$ cat config.mk
export PLATFORM = sky130hd
export DESIGN_NAME = seg7_frame_decoder_flat
export DESIGN_NICKNAME = d
export VERILOG_FILES = /design/src/rtl/seg7_pkg.sv /design/src/rtl/seg7_frame_decoder_if.sv /design/src/rtl/seg7_stable_filter.sv /design/src/rtl/seg7_frame_decoder.sv /design/src/flat_wrapper.sv
export SDC_FILE = /design/constraint.sdc
export NUM_CORES = 1
export LEC_CHECK = 0
export ABC_AREA = 1
export BUFFER_PORTS_ARGS = -buffer_cell sky130_fd_sc_hd__buf_2
export CELL_PAD_IN_SITES_DETAIL_PLACEMENT = 0
export CELL_PAD_IN_SITES_GLOBAL_PLACEMENT = 2
export CORE_AREA = 5 5 111 113
export CTS_BUF_LIST = sky130_fd_sc_hd__clkbuf_4
export DETAILED_ROUTE_END_ITERATION = 10
export DIE_AREA = 0 0 116 118
export HOLD_SLACK_MARGIN = 0.02
export PLACE_DENSITY_LB_ADDON = 0.1
export SLEW_MARGIN = 15
export SYNTH_ARGS = -nofsm -noshare
export SYNTH_HDL_FRONTEND = slang
export SYNTH_SLANG_ARGS = --single-unit
$ cat constraint.sdc
create_clock -name clk1 -period 1.76 [get_ports clk1]
set_clock_uncertainty 0.05 [all_clocks]
set_input_delay 0.176 -clock clk1 [delete_from_list [all_inputs] [get_ports clk1]]
set_output_delay 0.176 -clock clk1 [all_outputs]
set_load 0.01 [all_outputs]
$ cat src/rtl/seg7_pkg.sv
// rtl/seg7_pkg.sv - shared segment patterns, FSM states and pattern decoder for the frame decoder
package seg7_pkg;

  // Active-low 7-bit patterns, bit order g,f,e,d,c,b,a
  localparam logic [6:0] SEG_0 = 7'h40;
  localparam logic [6:0] SEG_1 = 7'h79;
  localparam logic [6:0] SEG_2 = 7'h24;
  localparam logic [6:0] SEG_3 = 7'h30;
  localparam logic [6:0] SEG_4 = 7'h19;
  localparam logic [6:0] SEG_5 = 7'h12;
  localparam logic [6:0] SEG_6 = 7'h02;
  localparam logic [6:0] SEG_7 = 7'h78;
  localparam logic [6:0] SEG_8 = 7'h00;
  localparam logic [6:0] SEG_9 = 7'h10;
  localparam logic [6:0] SEG_A = 7'h08;
  localparam logic [6:0] SEG_B = 7'h03;
  localparam logic [6:0] SEG_C = 7'h46;
  localparam logic [6:0] SEG_D = 7'h21;
  localparam logic [6:0] SEG_E = 7'h06;
  localparam logic [6:0] SEG_F = 7'h0E;

  typedef enum logic {SCAN, EMIT} state_t;

  // Returns {hit, nibble}; nibble is 0 when the pattern is not a hex glyph
  function automatic logic [4:0] seg_to_nibble(input logic [6:0] pattern);
    logic [4:0] r;
    r = 5'h00;
    case (pattern)
      SEG_0: r = {1'b1, 4'h0};
      SEG_1: r = {1'b1, 4'h1};
      SEG_2: r = {1'b1, 4'h2};
      SEG_3: r = {1'b1, 4'h3};
      SEG_4: r = {1'b1, 4'h4};
      SEG_5: r = {1'b1, 4'h5};
      SEG_6: r = {1'b1, 4'h6};
      SEG_7: r = {1'b1, 4'h7};
      SEG_8: r = {1'b1, 4'h8};
      SEG_9: r = {1'b1, 4'h9};
      SEG_A: r = {1'b1, 4'hA};
      SEG_B: r = {1'b1, 4'hB};
      SEG_C: r = {1'b1, 4'hC};
      SEG_D: r = {1'b1, 4'hD};
      SEG_E: r = {1'b1, 4'hE};
      SEG_F: r = {1'b1, 4'hF};
      default: r = 5'h00;
    endcase
    return r;
  endfunction

endpackage

$ cat src/rtl/seg7_frame_decoder_if.sv
// rtl/seg7_frame_decoder_if.sv - scan inputs and frame outputs of the seven-segment frame decoder
interface seg7_frame_decoder_if;
  logic [3:0]  anodes;
  logic [7:0]  cathods;
  logic [15:0] value;
  logic        frame_valid;
  logic        frame_err;
  logic [7:0]  frame_count;

  modport master (output anodes, cathods, input value, frame_valid, frame_err, frame_count);
  modport slave  (input anodes, cathods, output value, frame_valid, frame_err, frame_count);
endinterface

$ cat src/rtl/seg7_stable_filter.sv
// rtl/seg7_stable_filter.sv - input register, stability counter and one-shot capture strobe
module seg7_stable_filter #(
  parameter int STABLE_CYCLES = 4,
  parameter int CNT_W         = 8
) (
  input  logic       clk1,
  input  logic       rst,
  input  logic [3:0] anodes,
  input  logic [7:0] cathods,
  output logic [3:0] anod_q,
  output logic [6:0] cath_seg,
  output logic       capture
);

  localparam logic [CNT_W-1:0] SAT = CNT_W'(STABLE_CYCLES);
  localparam logic [CNT_W-1:0] HIT = CNT_W'(STABLE_CYCLES - 1);

  logic [7:0]       cath_q;
  logic [11:0]      prev_q;
  logic [CNT_W-1:0] count;
  logic [CNT_W-1:0] count_nxt;
  logic             same;

  // dp takes part in the stability compare but is not decoded
  assign same     = ({anod_q, cath_q} == prev_q);
  assign cath_seg = cath_q[6:0];

  always_comb begin
    count_nxt = '0;
    if (same)
      count_nxt = (count == SAT) ? SAT : count + CNT_W'(1);
  end

  // Fires while the registered pattern is still the one that became stable
  assign capture = (count_nxt == HIT) && (count != HIT);

  always_ff @(posedge clk1) begin
    if (rst) begin
      anod_q <= 4'hF;
      cath_q <= 8'hFF;
      prev_q <= 12'hFFF;
      count  <= '0;
    end else begin
      anod_q <= anodes;
      cath_q <= cathods;
      prev_q <= {anod_q, cath_q};
      count  <= count_nxt;
    end
  end

endmodule

$ cat src/rtl/seg7_frame_decoder.sv
// rtl/seg7_frame_decoder.sv - rebuilds the 4-digit hex value from a multiplexed seven-segment scan
// Optional: SEG7_CHANGE_ONLY_EN pulses frame_valid only for changed, erroneous or first frames.
module seg7_frame_decoder
  import seg7_pkg::*;
#(
  parameter int STABLE_CYCLES = 4,
  parameter int CNT_W         = 8
) (
  input  logic                 clk1,
  input  logic                 rst,
  seg7_frame_decoder_if.slave  bus
);

  state_t           state, state_nxt;
  logic [3:0]       anod_q;
  logic [6:0]       cath_seg;
  logic             capture;
  logic [4:0]       dec;
  logic [1:0]       dig_idx;
  logic             dig_ok;
  logic [3:0][3:0]  digits, digits_nxt;
  logic [3:0]       seen, seen_nxt;
  logic             acc, acc_nxt;
  logic [15:0]      value_r, value_nxt;
  logic             err_r, err_nxt;
  logic             valid_r, valid_nxt;
  logic [7:0]       count_r, count_nxt;
  logic             pulse;

  seg7_stable_filter #(.STABLE_CYCLES(STABLE_CYCLES), .CNT_W(CNT_W)) u_filter (
    .clk1     (clk1),
    .rst      (rst),
    .anodes   (bus.anodes),
    .cathods  (bus.cathods),
    .anod_q   (anod_q),
    .cath_seg (cath_seg),
    .capture  (capture)
  );

  always_comb begin
    dig_ok  = 1'b1;
    dig_idx = 2'd0;
    case (anod_q)
      4'hE: dig_idx = 2'd0;
      4'hD: dig_idx = 2'd1;
      4'hB: dig_idx = 2'd2;
      4'h7: dig_idx = 2'd3;
      default: dig_ok = 1'b0;
    endcase
  end

`ifdef SEG7_CHANGE_ONLY_EN
  logic first_r;
  assign pulse = (digits != value_r) || acc || first_r;

  always_ff @(posedge clk1) begin
    if (rst)
      first_r <= 1'b1;
    else if (state == EMIT)
      first_r <= 1'b0;
  end
`else
  assign pulse = 1'b1;
`endif

  always_comb begin
    state_nxt  = state;
    digits_nxt = digits;
    seen_nxt   = seen;
    acc_nxt    = acc;
    value_nxt  = value_r;
    err_nxt    = err_r;
    valid_nxt  = 1'b0;
    count_nxt  = count_r;
    dec        = seg_to_nibble(cath_seg);

    if (state == EMIT) begin
      value_nxt = digits;
      err_nxt   = acc;
      seen_nxt  = 4'h0;
      acc_nxt   = 1'b0;
      state_nxt = SCAN;
      if (pulse) begin
        valid_nxt = 1'b1;
        count_nxt = count_r + 8'd1;
      end
    end

    // Applied after the EMIT clear so a coincident capture belongs to the next frame
    if (capture && dig_ok) begin
      digits_nxt[dig_idx] = dec[4] ? dec[3:0] : 4'h0;
      seen_nxt[dig_idx]   = 1'b1;
      if (!dec[4])
        acc_nxt = 1'b1;
    end

    if (state == SCAN && seen_nxt == 4'hF)
      state_nxt = EMIT;
  end

  always_ff @(posedge clk1) begin
    if (rst) begin
      state   <= SCAN;
      digits  <= '0;
      seen    <= 4'h0;
      acc     <= 1'b0;
      value_r <= 16'h0000;
      err_r   <= 1'b0;
      valid_r <= 1'b0;
      count_r <= 8'h00;
    end else begin
      state   <= state_nxt;
      digits  <= digits_nxt;
      seen    <= seen_nxt;
      acc     <= acc_nxt;
      value_r <= value_nxt;
      err_r   <= err_nxt;
      valid_r <= valid_nxt;
      count_r <= count_nxt;
    end
  end

  assign bus.value       = value_r;
  assign bus.frame_err   = err_r;
  assign bus.frame_valid = valid_r;
  assign bus.frame_count = count_r;

endmodule

$ cat src/flat_wrapper.sv
// flat-port wrapper written by rule: the top's interface ports become plain ports
module seg7_frame_decoder_flat import seg7_pkg::*;
#(
  parameter int STABLE_CYCLES = 4,
  parameter int CNT_W         = 8
)
  (clk1, rst, bus_anodes, bus_cathods, bus_value, bus_frame_valid, bus_frame_err, bus_frame_count);
  seg7_frame_decoder_if bus_i ();
  input  logic clk1;
  input  logic rst;
  input wire logic [$bits(bus_i.anodes)-1:0] bus_anodes;
  input wire logic [$bits(bus_i.cathods)-1:0] bus_cathods;
  output wire logic [$bits(bus_i.value)-1:0] bus_value;
  output wire logic [$bits(bus_i.frame_valid)-1:0] bus_frame_valid;
  output wire logic [$bits(bus_i.frame_err)-1:0] bus_frame_err;
  output wire logic [$bits(bus_i.frame_count)-1:0] bus_frame_count;
  assign bus_i.anodes = bus_anodes;
  assign bus_i.cathods = bus_cathods;
  assign bus_value = bus_i.value;
  assign bus_frame_valid = bus_i.frame_valid;
  assign bus_frame_err = bus_i.frame_err;
  assign bus_frame_count = bus_i.frame_count;
  seg7_frame_decoder #(.STABLE_CYCLES(STABLE_CYCLES), .CNT_W(CNT_W)) u_core (.clk1(clk1), .rst(rst), .bus(bus_i));
endmodule
==> results of run 1 <==
-- placed cells by master, fill, tap and decap left out, types with 3 or more instances in the layout --
cell and instances:
o21ai_0 3, nand3_4 5, nand2_1 86, buf_2 39
nand3_1 15, inv_2 7, buf_6 3, a21oi_1 17
nand2_2 6, dfxtp_1 70, o21ai_1 5, nor3_4 3
a22o_1 16, dfxtp_4 4, dlygate4sd3_1 12, o21ai_2 12
nand4_1 12, clkbuf_4 10, nor3_1 14, nor2_2 4
dfxtp_2 6, inv_1 37, nor2_1 58, nor2_4 4
a21oi_2 10, buf_4 67, or2_2 13
-- state kept, by name, indices dropped and copies added, names as in the netlist --
| signal | count |
|---|---|
| u_core.acc | 1 |
| u_core.bus.frame_count | 8 |
| u_core.bus.frame_err | 1 |
| u_core.bus.frame_valid | 1 |
| u_core.bus.value | 16 |
| u_core.digits | 16 |
| u_core.seen | 4 |
| u_core.state | 1 |
| u_core.u_filter.anod_q | 4 |
| u_core.u_filter.cath_q | 8 |
| u_core.u_filter.count | 8 |
| u_core.u_filter.prev_q | 12 |
-- stage by stage --
step | power (mW) | TNS [ns] | setup slack [ns] | std cells
floorplan | 2.055 | 0 | 0.001063 | 443
global placement | 2.192 | -7.968 | -0.4352 | 675
detailed placement | 2.191 | -8.014 | -0.4389 | 675
CTS | 3.398 | -4.330 | -0.2459 | 708
global route | 3.503 | -6.791 | -0.3634 | 714
finish | 3.346 | -4.171 | -0.2338 | 714
-- cell type report --
cell class / instances / area, sq um
clock buffers: 10 / 75.07
clock inverters: 6 / 67.56
fillers: 1145 / 6374
inverters: 46 / 182.7
multi-input cells: 305 / 1818
flip-flops and latches: 80 / 1624
well taps: 143 / 178.9
repair buffers: 123 / 892.1
repair inverters: 1 / 11.26
-- cells in the mapped netlist (all sizes together) --
cell type | count | area (sq um)
nor4 | 1 | 6.260
o21a | 1 | 7.510
xor2 | 1 | 8.760
nand4 | 12 | 75.07
inv | 46 | 175.2
o21bai | 2 | 15.01
o21ai | 20 | 100.1
clkbuf | 9 | 33.78
nor3 | 18 | 123.9
nor2 | 66 | 267.8
buf | 3 | 23.77
o22a | 1 | 8.760
nand2 | 95 | 361.6
dfxtp | 80 | 1602
nor3b | 1 | 7.510
or2 | 13 | 81.33
a31oi | 1 | 6.260
ha | 3 | 37.54
nand3 | 22 | 110.1
a21oi | 27 | 135.1
o2111ai | 1 | 8.760
xnor2 | 4 | 35.03
a22o | 16 | 140.1
-- where the power goes --
part           internal, mW  total [mW]  leakage (nW)  switching [mW]
clock                 0.453        1.15        0.0730           0.698
combinational         0.161       0.339          1.55           0.179
sequential             1.83        1.86         0.650          0.0214
total                  2.45        3.35          2.27           0.898
-- what timing repair did --
action                                 in CTS  in global routing
hold buffers                               12                  0
setup endpoints to repair                  22                 22
cloned                                      1                  0
endpoints found under the hold margin      12                  0
buffers inserted                            4                  6
gates resized for setup                    47                 43
pin swaps                                  14                 21
-- logic make-up (layout without fill, tap and decap cells) --
logic type      after synthesis  count (layout)  synth area share
xor+xnor                      5               5           0.01299
fa+ha+maj                     3               3           0.01114
simple gates                228             228            0.3066
flops                        80              80            0.4751
compound gates               69              69            0.1251
buf+inv                      58             186           0.06904
-- worst max-delay path: stages (launching register included) --
cell and delay (ns):
dfxtp_4 0.38, ha_4 0.17, buf_4 0.13, nor2_1 0.09
nor2_1 0.06, nor2_2 0.11, nand3_2 0.13, nor2_4 0.12
nand2_2 0.07, nor2_4 0.13, buf_12 0.15, nand3_4 0.11
o21ai_1 0.16, nor2_1 0.06
-- path summary, 6_finish.rpt --
check                                         start                                     end  slack (ns)  cells past startpoint
max reg2reg     u_core.u_filter.count[1]$_SDFF_PP0_           u_core.digits[1]$_SDFFE_PP0P_       -0.23                     13
max             u_core.u_filter.count[1]$_SDFF_PP0_           u_core.digits[1]$_SDFFE_PP0P_       -0.23                     13
min reg2reg  u_core.bus.frame_count[7]$_SDFFE_PP0P_  u_core.bus.frame_count[7]$_SDFFE_PP0P_        0.41                      1
min                                             rst               u_core.seen[3]$_SDFF_PP0_        0.05                      2
-- metal layers --
layer,part of all wire,vias up,global-route usage,wire [um]
li1,-,1698,-,-
met1,0.48,1445,0.1847,4377
met2,0.46,45,0.2147,4187
met3,0.033,12,0.02931,301
met4,0.020,0,0.06672,178
met5,0,-,0,0
==> metrics.csv, run 1 <==
stage,metric,value,unit
global_routing,"Remaining Overflow, GRT",0,
floorplan,die area,13690,sq um
sta,Final Hold Fails,0,
synth,Yosys reg bits,80,
placement,placed cell areas,4180,sq um
clock_network,worst skew pair latency,0.47,ns
sta,f_max,501.5,MHz
placement,Post-DP HPWL,6655,um
setup_path,CP max FO,6,
pwr,Leak,2.271,nW
sta,Slew Limit Fails,0,
sta,Hold Slack,0.05157,ns
synth,count of yosys warnings during synthesis,0,
pwr,PwrDens,690.0,nW/um^2
synth,synthesized cell area,3371,sq um
run,# Max-Cap Violations,0,
route,vias per cell,4.482,
finish,nets@finish,583,
setup_path,WS Path Type,register to register,
floorplan,starting density of the core,0.3003,
clock_network,"Reg clk slew, reported paths",0.16,ns
setup_path,Worst Path Required,2.08,ns
route,WL per Instance,12.67,um
floorplan,DIE WIDTH,116,um
synth,sequential share of the synthesized area,0.4751,
placement,port buffer count,39,
finish,share of cells above drive strength 1,0.3783,
synth,syn nets,460,
status,failing checks,negative setup slack,
floorplan,Core ar.,11220,sq um
synth,Yosys cell types,32,
sta,Final setup viols,22,
sta,Worst Tran Pin Value,0.6386,ns
setup_path,CP arrival,2.31,ns
synth,Post-Syn Area per Cell,7.609,sq um
route,Final ANT Viol Nets,0,
route,number of remaining DRC errors,0,
floorplan,Top Ports,40,
global_routing,Total Routing Usage GR,0.1397,
sta,clock period minus worst slack,1.994,ns
clock_network,Clock Path Buffers,2,
pwr,VDD IR max,457.7,uV
finish,fin util,0.4321,
sta,Worst slew margin,0.5738,
finish,antenna cells,0,
synth,Cells after Synth,443,
route,Post-Route WL,9044,um
finish,Area Growth Syn to Fin,43.88,%
clock_network,CTS tree,yes,
route,DR vias,3200,
global_routing,pin count of the biggest net entering global routing,27,
worst_hold_path,Hold WC Path Type,input pin to register,
global_routing,initial antenna violation count,0,
status,status,"finished, violations left",
placement,GPL Wtd Cong,0.7954,
route,DR pass1 iterations,4,
floorplan,row count,39,
finish,Finished Cell Area,4850,sq um
setup_path,startpoint types,register,
clock_network,Clock Tree Root,clkbuf_4,
route,initial DRC count,104,
clock_network,H-tree Lvls,3,
global_routing,vias in the first global route,3074,
clock_network,Sink Count,80,
sta,Final Cycle Share,1.133,
sta,RSZ-0062 raised after global routing,yes,
global_routing,first-pass GRT wire length,15030,um
setup_path,Crit. End Element,register,
floorplan,die height,118,um
clock_network,CTS buffer count,9,
sta,Setup WS post-layout,-0.2338,ns
(Power assumes the default switching activity.)
==> run 2, diff against run 1 <==
==> constraint.sdc (replaced) <==
create_clock -name clk1 -period 1.9 [get_ports clk1]
set_clock_uncertainty 0.05 [all_clocks]
set_input_delay 0.38 -clock clk1 [delete_from_list [all_inputs] [get_ports clk1]]
set_output_delay 0.38 -clock clk1 [all_outputs]
set_load 0.01 [all_outputs]
==> run 2 against run 1 <==
The flow still finishes with violations (negative setup slack). Core utilization shrank 1.2 points. Global-route usage hardly changed. Cell area shrank 2.8%. Critical path type unchanged. First-iteration DRC count increased by 8.7%. Sequential power is 8% lower. Sequential cell count is the same. Worst hold slack gained 0.0066 ns. Critical endpoint is now u_core.digits[5]$_SDFFE_PP0P_.
==> metrics.csv, run 2 (same netlist as run 1, synthesis figures left out) <==
stage,metric,value,unit,change
clock_network,Clock Tree Root,clkbuf_4,,
setup_path,Crit. End Element,register,,
pwr,Combinational Power Share,0.102,,about the same
clock_network,H-tree Lvls,3,,unchanged
floorplan,DIE WIDTH,116,um,unchanged
sta,Final Hold Fails,0,,unchanged
finish,FF+latch area,1627,sq um,+0.15%
sta,Worst slew margin,0.5254,,-0.04840
run,# Max-Cap Violations,0,,unchanged
route,DR vias,3134,,-2.1%
worst_hold_path,Hold WC Path Type,input pin to register,,
finish,antenna cells,0,,unchanged
sta,Sum Neg Setup Slack,-0.4342,ns,+3.736 ns
placement,GPL Wtd Cong,0.7876,,-0.98%
global_routing,Total Routing Usage GR,0.1398,,about the same
floorplan,starting density of the core,0.3003,,unchanged
sta,Worst Tran Pin Value,0.7111,ns,+0.07247 ns
finish,Finished Cell Area,4712,sq um,-2.8%
pwr,clock power share,0.329,,-0.015
sta,Slew Limit Fails,0,,unchanged
setup_path,WS Path Type,register to register,,
finish,Area Growth Syn to Fin,39.79,%,
global_routing,initial antenna violation count,0,,unchanged
floorplan,Core ar.,11220,sq um,unchanged
pwr,Leak,2.167,nW,-4.6%
clock_network,"Reg clk slew, reported paths",0.15,ns,about the same
global_routing,vias in the first global route,3089,,+0.49%
setup_path,CP max FO,8,,+2
worst_hold_path,hold depth,2,,unchanged
placement,Post-DP HPWL,6556,um,-1.5%
finish,filler cell count,1177,,+2.8%
clock_network,CTS buffer count,9,,unchanged
setup_path,CP arrival,2.25,ns,-0.06 ns
placement,placed instance count,664,,-1.6%
status,status,"finished, violations left",,
pwr,sequential share of power,0.569,,+0.014
placement,placed cell areas,4070,sq um,-2.6%
clock_network,CTS tree,yes,,
sta,RSZ-0062 raised after global routing,yes,,
finish,fin util,0.4198,,-0.01226
pwr,VDD IR max,292.0,uV,-36%
route,vias per cell,4.445,,-0.81%
route,WL per Instance,12.50,um,-1.3%
floorplan,Top Ports,40,,unchanged
sta,Final setup viols,19,,-14%
placement,port buffer count,39,,unchanged
sta,Hold Slack,0.05814,ns,+0.006577 ns
pwr,Pint,2.140,mW,-13%
route,number of remaining DRC errors,0,,unchanged
floorplan,die area,13690,sq um,unchanged
sta,Final Cycle Share,1.020,,-0.1124
route,initial DRC count,113,,+8.7%
pwr,sw power,0.8846,mW,-1.5%
clock_network,Clock Path Buffers,2,,unchanged
pwr,Total Power,3.025,mW,-9.6%
setup_path,startpoint types,register,,
pwr,Sw Ratio,0.2924,,+0.02406
sta,Setup WS post-layout,-0.03892,ns,+0.1949 ns
floorplan,row count,39,,unchanged
finish,nets@finish,574,,-1.5%
clock_network,worst skew pair latency,0.46,ns,about the same
route,DR pass1 iterations,4,,unchanged
route,Post-Route WL,8810,um,-2.6%
sta,f_max,515.8,MHz,+2.8%
route,Final ANT Viol Nets,0,,unchanged
sta,clock period minus worst slack,1.939,ns,-0.05490 ns
global_routing,"Remaining Overflow, GRT",0,,unchanged
global_routing,first-pass GRT wire length,15180,um,+1.0%
setup_path,Worst Path Required,2.21,ns,+0.13 ns
placement,pre-CTS WS,-0.1890,ns,+0.2499 ns
clock_network,Sink Count,80,,unchanged
finish,"most common cell after layout, fill and taps aside",nand2_1,,
status,failing checks,negative setup slack,,
finish,share of cells above drive strength 1,0.3808,,+0.002499
floorplan,die height,118,um,unchanged
finish,Multi-input gate area,1777,sq um,-2.3%
pwr,PwrDens,642.0,nW/um^2,-7.0%
finish,"leading cell types in the layout, fill and taps excluded","83 x nand2_1, 64 x dfxtp_1, 59 x buf_4",,
finish,post-route insts no fill,705,,-1.3%
global_routing,pin count of the biggest net entering global routing,21,,-22%
setup_path,Reg2Reg Depth,12,,-1
[run 2: cell count changes in the layout (fill, tap and decap cells not counted), moves of 4 or more]
| cell | previous run | this run |
|---|---|---|
| nand2_2 | 6 | 11 |
| dfxtp_1 | 70 | 64 |
| inv_6 | 1 | 5 |
| buf_4 | 67 | 59 |
| o21ai_2 | 12 | 7 |
| o21ai_1 | 5 | 9 |
| dfxtp_2 | 6 | 14 |
[run 2: cell type report]
type                    instances  share of cell area
clock buffers                   9             0.01434
clock inverters                 7             0.01328
inverters                      46             0.03771
multi-input cells             305              0.3771
flip-flops and latches         80              0.3452
well taps                     143             0.03797
repair buffers                114              0.1726
repair inverters                1            0.001859
[run 2: worst max-delay path, cell delays in order, from the launching register on]
cell and delay (ns):
dfxtp_4 0.41, buf_4 0.12, nand4_1 0.17, buf_4 0.19, o21bai_1 0.11, nand2_1 0.10
nor2_2 0.15, nor2_4 0.06, buf_4 0.16, nand2_8 0.09, inv_6 0.06, a21oi_2 0.11
nor2_1 0.05
[run 2: routing by layer]
metal  global-route usage  part of all wire
met1               0.1949              0.51
met2               0.2090              0.44
met3              0.02519             0.032
met4              0.06091             0.020
met5                    0                 0
[run 2: power by group through the flow]
stage	registers, mW	logic, mW	clock network, mW
after floorplan	1.76	0.144	0
after global placement	1.76	0.258	0
after detailed placement	1.76	0.257	0
after CTS	1.72	0.291	1.04
after global routing	1.73	0.347	1.12
final	1.72	0.307	0.997
[run 2: final timing paths]
| path | endpoint | slack, ns | start |
|---|---|---|---|
| max | u_core.digits[5]$_SDFFE_PP0P_ | -0.04 | u_core.u_filter.count[0]$_SDFF_PP0_ |
| min | u_core.u_filter.cath_q[6]$_SDFF_PP1_ | 0.06 | bus_cathods[6] |
| max reg2reg | u_core.digits[5]$_SDFFE_PP0P_ | -0.04 | u_core.u_filter.count[0]$_SDFF_PP0_ |
| min reg2reg | u_core.bus.frame_err$_SDFFE_PP0P_ | 0.41 | u_core.acc$_SDFF_PP0_ |
[run 2: what timing repair did]
item / CTS / global route
setup endpoints to repair: 21 / 22
resized for setup: 55 / 42
pin swaps: 18 / 24
setup buffers: 8 / 7
endpoints found under the hold margin: 11 / 0
gates cloned: 1 / 0
hold buffers: 11 / 0
==> run 3, diff against run 2 <==
SETUP_SLACK_MARGIN = 0.15   (was default)
==> run 3 against run 2 <==
The flow still finishes with violations (negative setup slack). Sequential share of layout area shrank 1.1 points. Non-clock buffer count up 5. Register-to-register slack about the same. Total power down 0.42%. Via count increased by 0.99%. Highest routed layer unchanged.
==> metrics.csv, run 3 (same netlist as run 1, synthesis figures left out) <==
stage,metric,value,unit,change
route,WL per Instance,12.60,um,+0.85%
global_routing,"Remaining Overflow, GRT",0,,unchanged
clock_network,worst skew pair latency,0.45,ns,about the same
placement,GPL Wtd Cong,0.8176,,+3.8%
sta,f_max,515.2,MHz,-0.11%
sta,Worst Tran Pin Value,0.5529,ns,-0.1582 ns
floorplan,Top Ports,40,,unchanged
finish,share of cells above drive strength 1,0.4319,,+0.05108
sta,clock period minus worst slack,1.941,ns,+0.002126 ns
sta,Setup WS post-layout,-0.04105,ns,-0.002126 ns
sta,Worst slew margin,0.6310,,+0.1056
floorplan,die area,13690,sq um,unchanged
floorplan,row count,39,,unchanged
sta,Final setup viols,11,,-8
sta,Slew Limit Fails,0,,unchanged
global_routing,first-pass GRT wire length,14840,um,-2.3%
finish,nets@finish,579,,+0.87%
setup_path,Crit. End Element,register,,
floorplan,starting density of the core,0.3003,,unchanged
run,# Max-Cap Violations,0,,unchanged
finish,fin util,0.4366,,+0.01672
clock_network,CTS tree,yes,,
worst_hold_path,Hold WC Path Type,input pin to register,,
status,failing checks,negative setup slack,,
sta,Final Hold Fails,0,,unchanged
setup_path,Worst Path Required,2.24,ns,+0.03 ns
clock_network,Clock Tree Root,clkbuf_4,,
placement,pre-CTS WS,-0.1287,ns,+0.06034 ns
global_routing,pin count of the biggest net entering global routing,23,,+9.5%
clock_network,Clock Path Buffers,2,,unchanged
finish,antenna cells,0,,unchanged
floorplan,DIE WIDTH,116,um,unchanged
pwr,Leak,2.225,nW,+2.7%
route,DR pass1 iterations,4,,unchanged
clock_network,CTS buffer count,9,,unchanged
global_routing,vias in the first global route,3107,,+0.58%
pwr,PwrDens,614.8,nW/um^2,-4.2%
route,number of remaining DRC errors,0,,unchanged
finish,"most common cell after layout, fill and taps aside",nand2_1,,
finish,"leading cell types in the layout, fill and taps excluded","77 x nand2_1, 62 x dfxtp_1, 56 x nor2_1, 56 x buf_4, 39 x buf_2",,
placement,Post-DP HPWL,6368,um,-2.9%
global_routing,Total Routing Usage GR,0.1370,,-0.002756
setup_path,CP max FO,6,,-2
floorplan,die height,118,um,unchanged
route,initial DRC count,110,,-2.7%
route,DR vias,3165,,+0.99%
status,status,"finished, violations left",,
route,vias per cell,4.470,,+0.56%
setup_path,WS Path Type,register to register,,
finish,post-route insts no fill,708,,+0.43%
clock_network,"Reg clk slew, reported paths",0.12,ns,-0.03 ns
finish,Area Growth Syn to Fin,45.36,%,
route,Post-Route WL,8923,um,+1.3%
clock_network,Sink Count,80,,unchanged
placement,port buffer count,39,,unchanged
pwr,VDD IR max,285.8,uV,-2.2%
sta,RSZ-0062 raised after global routing,yes,,
route,Final ANT Viol Nets,0,,unchanged
sta,Final Cycle Share,1.022,,+0.001119
placement,placed instance count,664,,unchanged
setup_path,FF-to-FF setup slack,-0.04,ns,about the same
floorplan,Core ar.,11220,sq um,unchanged
setup_path,CP arrival,2.28,ns,+0.03 ns
clock_network,H-tree Lvls,3,,unchanged
global_routing,initial antenna violation count,0,,unchanged
setup_path,startpoint types,register,,
run 3: cell types whose count changed in the layout (fill, tap and decap cells not counted), sizes merged:
cell,before,now
clkinv,2,5
buf,103,111
bufinv,0,1
clkinvlp,1,0
inv,51,46
dlygate4sd3,11,8
run 3: power by group:
part	internal (mW)	switching [mW]	total (mW)
clock	0.378	0.591	0.969
sequential	1.70	0.0249	1.72
combinational	0.149	0.169	0.318
run 3: routing by layer:
layer	GRT usage	wire, um	vias up
met5	0	0	-
met4	0.06817	215	0
met3	0.02674	317	18
met2	0.2191	4266	42
met1	0.1737	4123	1426
li1	-	-	1679
run 3: repair_timing:
action / 4_1_cts / 5_1_grt
gates cloned: 1 / 0
hold buffers: 8 / 0
pin swaps: 15 / 32
setup endpoints to repair: 22 / 24
hold endpoints to repair: 8 / 0
gates resized for setup: 78 / 51
buffers inserted: 14 / 7
run 3: worst paths after layout:
check / start / endpoint / cells after the start
worst max-delay path: u_core.u_filter.anod_q[1]$_SDFF_PP1_ / u_core.state$_SDFF_PP0_ / 15
worst min-delay path: bus_cathods[7] / u_core.u_filter.cath_q[7]$_SDFF_PP1_ / 2
worst max register to register: u_core.u_filter.anod_q[1]$_SDFF_PP1_ / u_core.state$_SDFF_PP0_ / 15
worst min register to register: u_core.bus.frame_count[7]$_SDFFE_PP0P_ / u_core.bus.frame_count[7]$_SDFFE_PP0P_ / 1
run 3: per-stage QoR:
stage / TNS, ns / power (mW) / instance area [sq um] / hold slack [ns]
floorplan: 0 / 1.904 / 3406 / 0.3691
global placement: -2.949 / 2.014 / 4111 / 0.3812
detailed placement: -1.638 / 2.013 / 4111 / 0.3858
CTS: -0.02668 / 3.035 / 4686 / 0.02022
global route: -2.583 / 3.190 / 4900 / 0.02850
finish: -0.1393 / 3.012 / 4900 / 0.05500
run 3: cell type report:
class	instances	area (sq um)
Fill cell	1157	6324
Multi-Input combinational cell	305	1852
Sequential cell	80	1637
Timing Repair Buffer	119	910.9
Inverter	46	187.7
Tap cell	143	178.9
Clock buffer	9	67.56
Clock inverter	5	50.05
Timing Repair inverter	1	16.27
run 3: critical path, stage by stage (launching register included):
cell     delay [ns]
dfxtp_4        0.38
buf_6          0.10
buf_12         0.10
nand2_8        0.05
nor3_4         0.20
nor2_1         0.06
nand2_1        0.06
nand2_1        0.05
nor2_1         0.09
nand2_1        0.09
nor2_4         0.13
buf_12         0.15
nand3_4        0.11
nand2_2        0.11
nand3_2        0.06
nor2_1         0.10
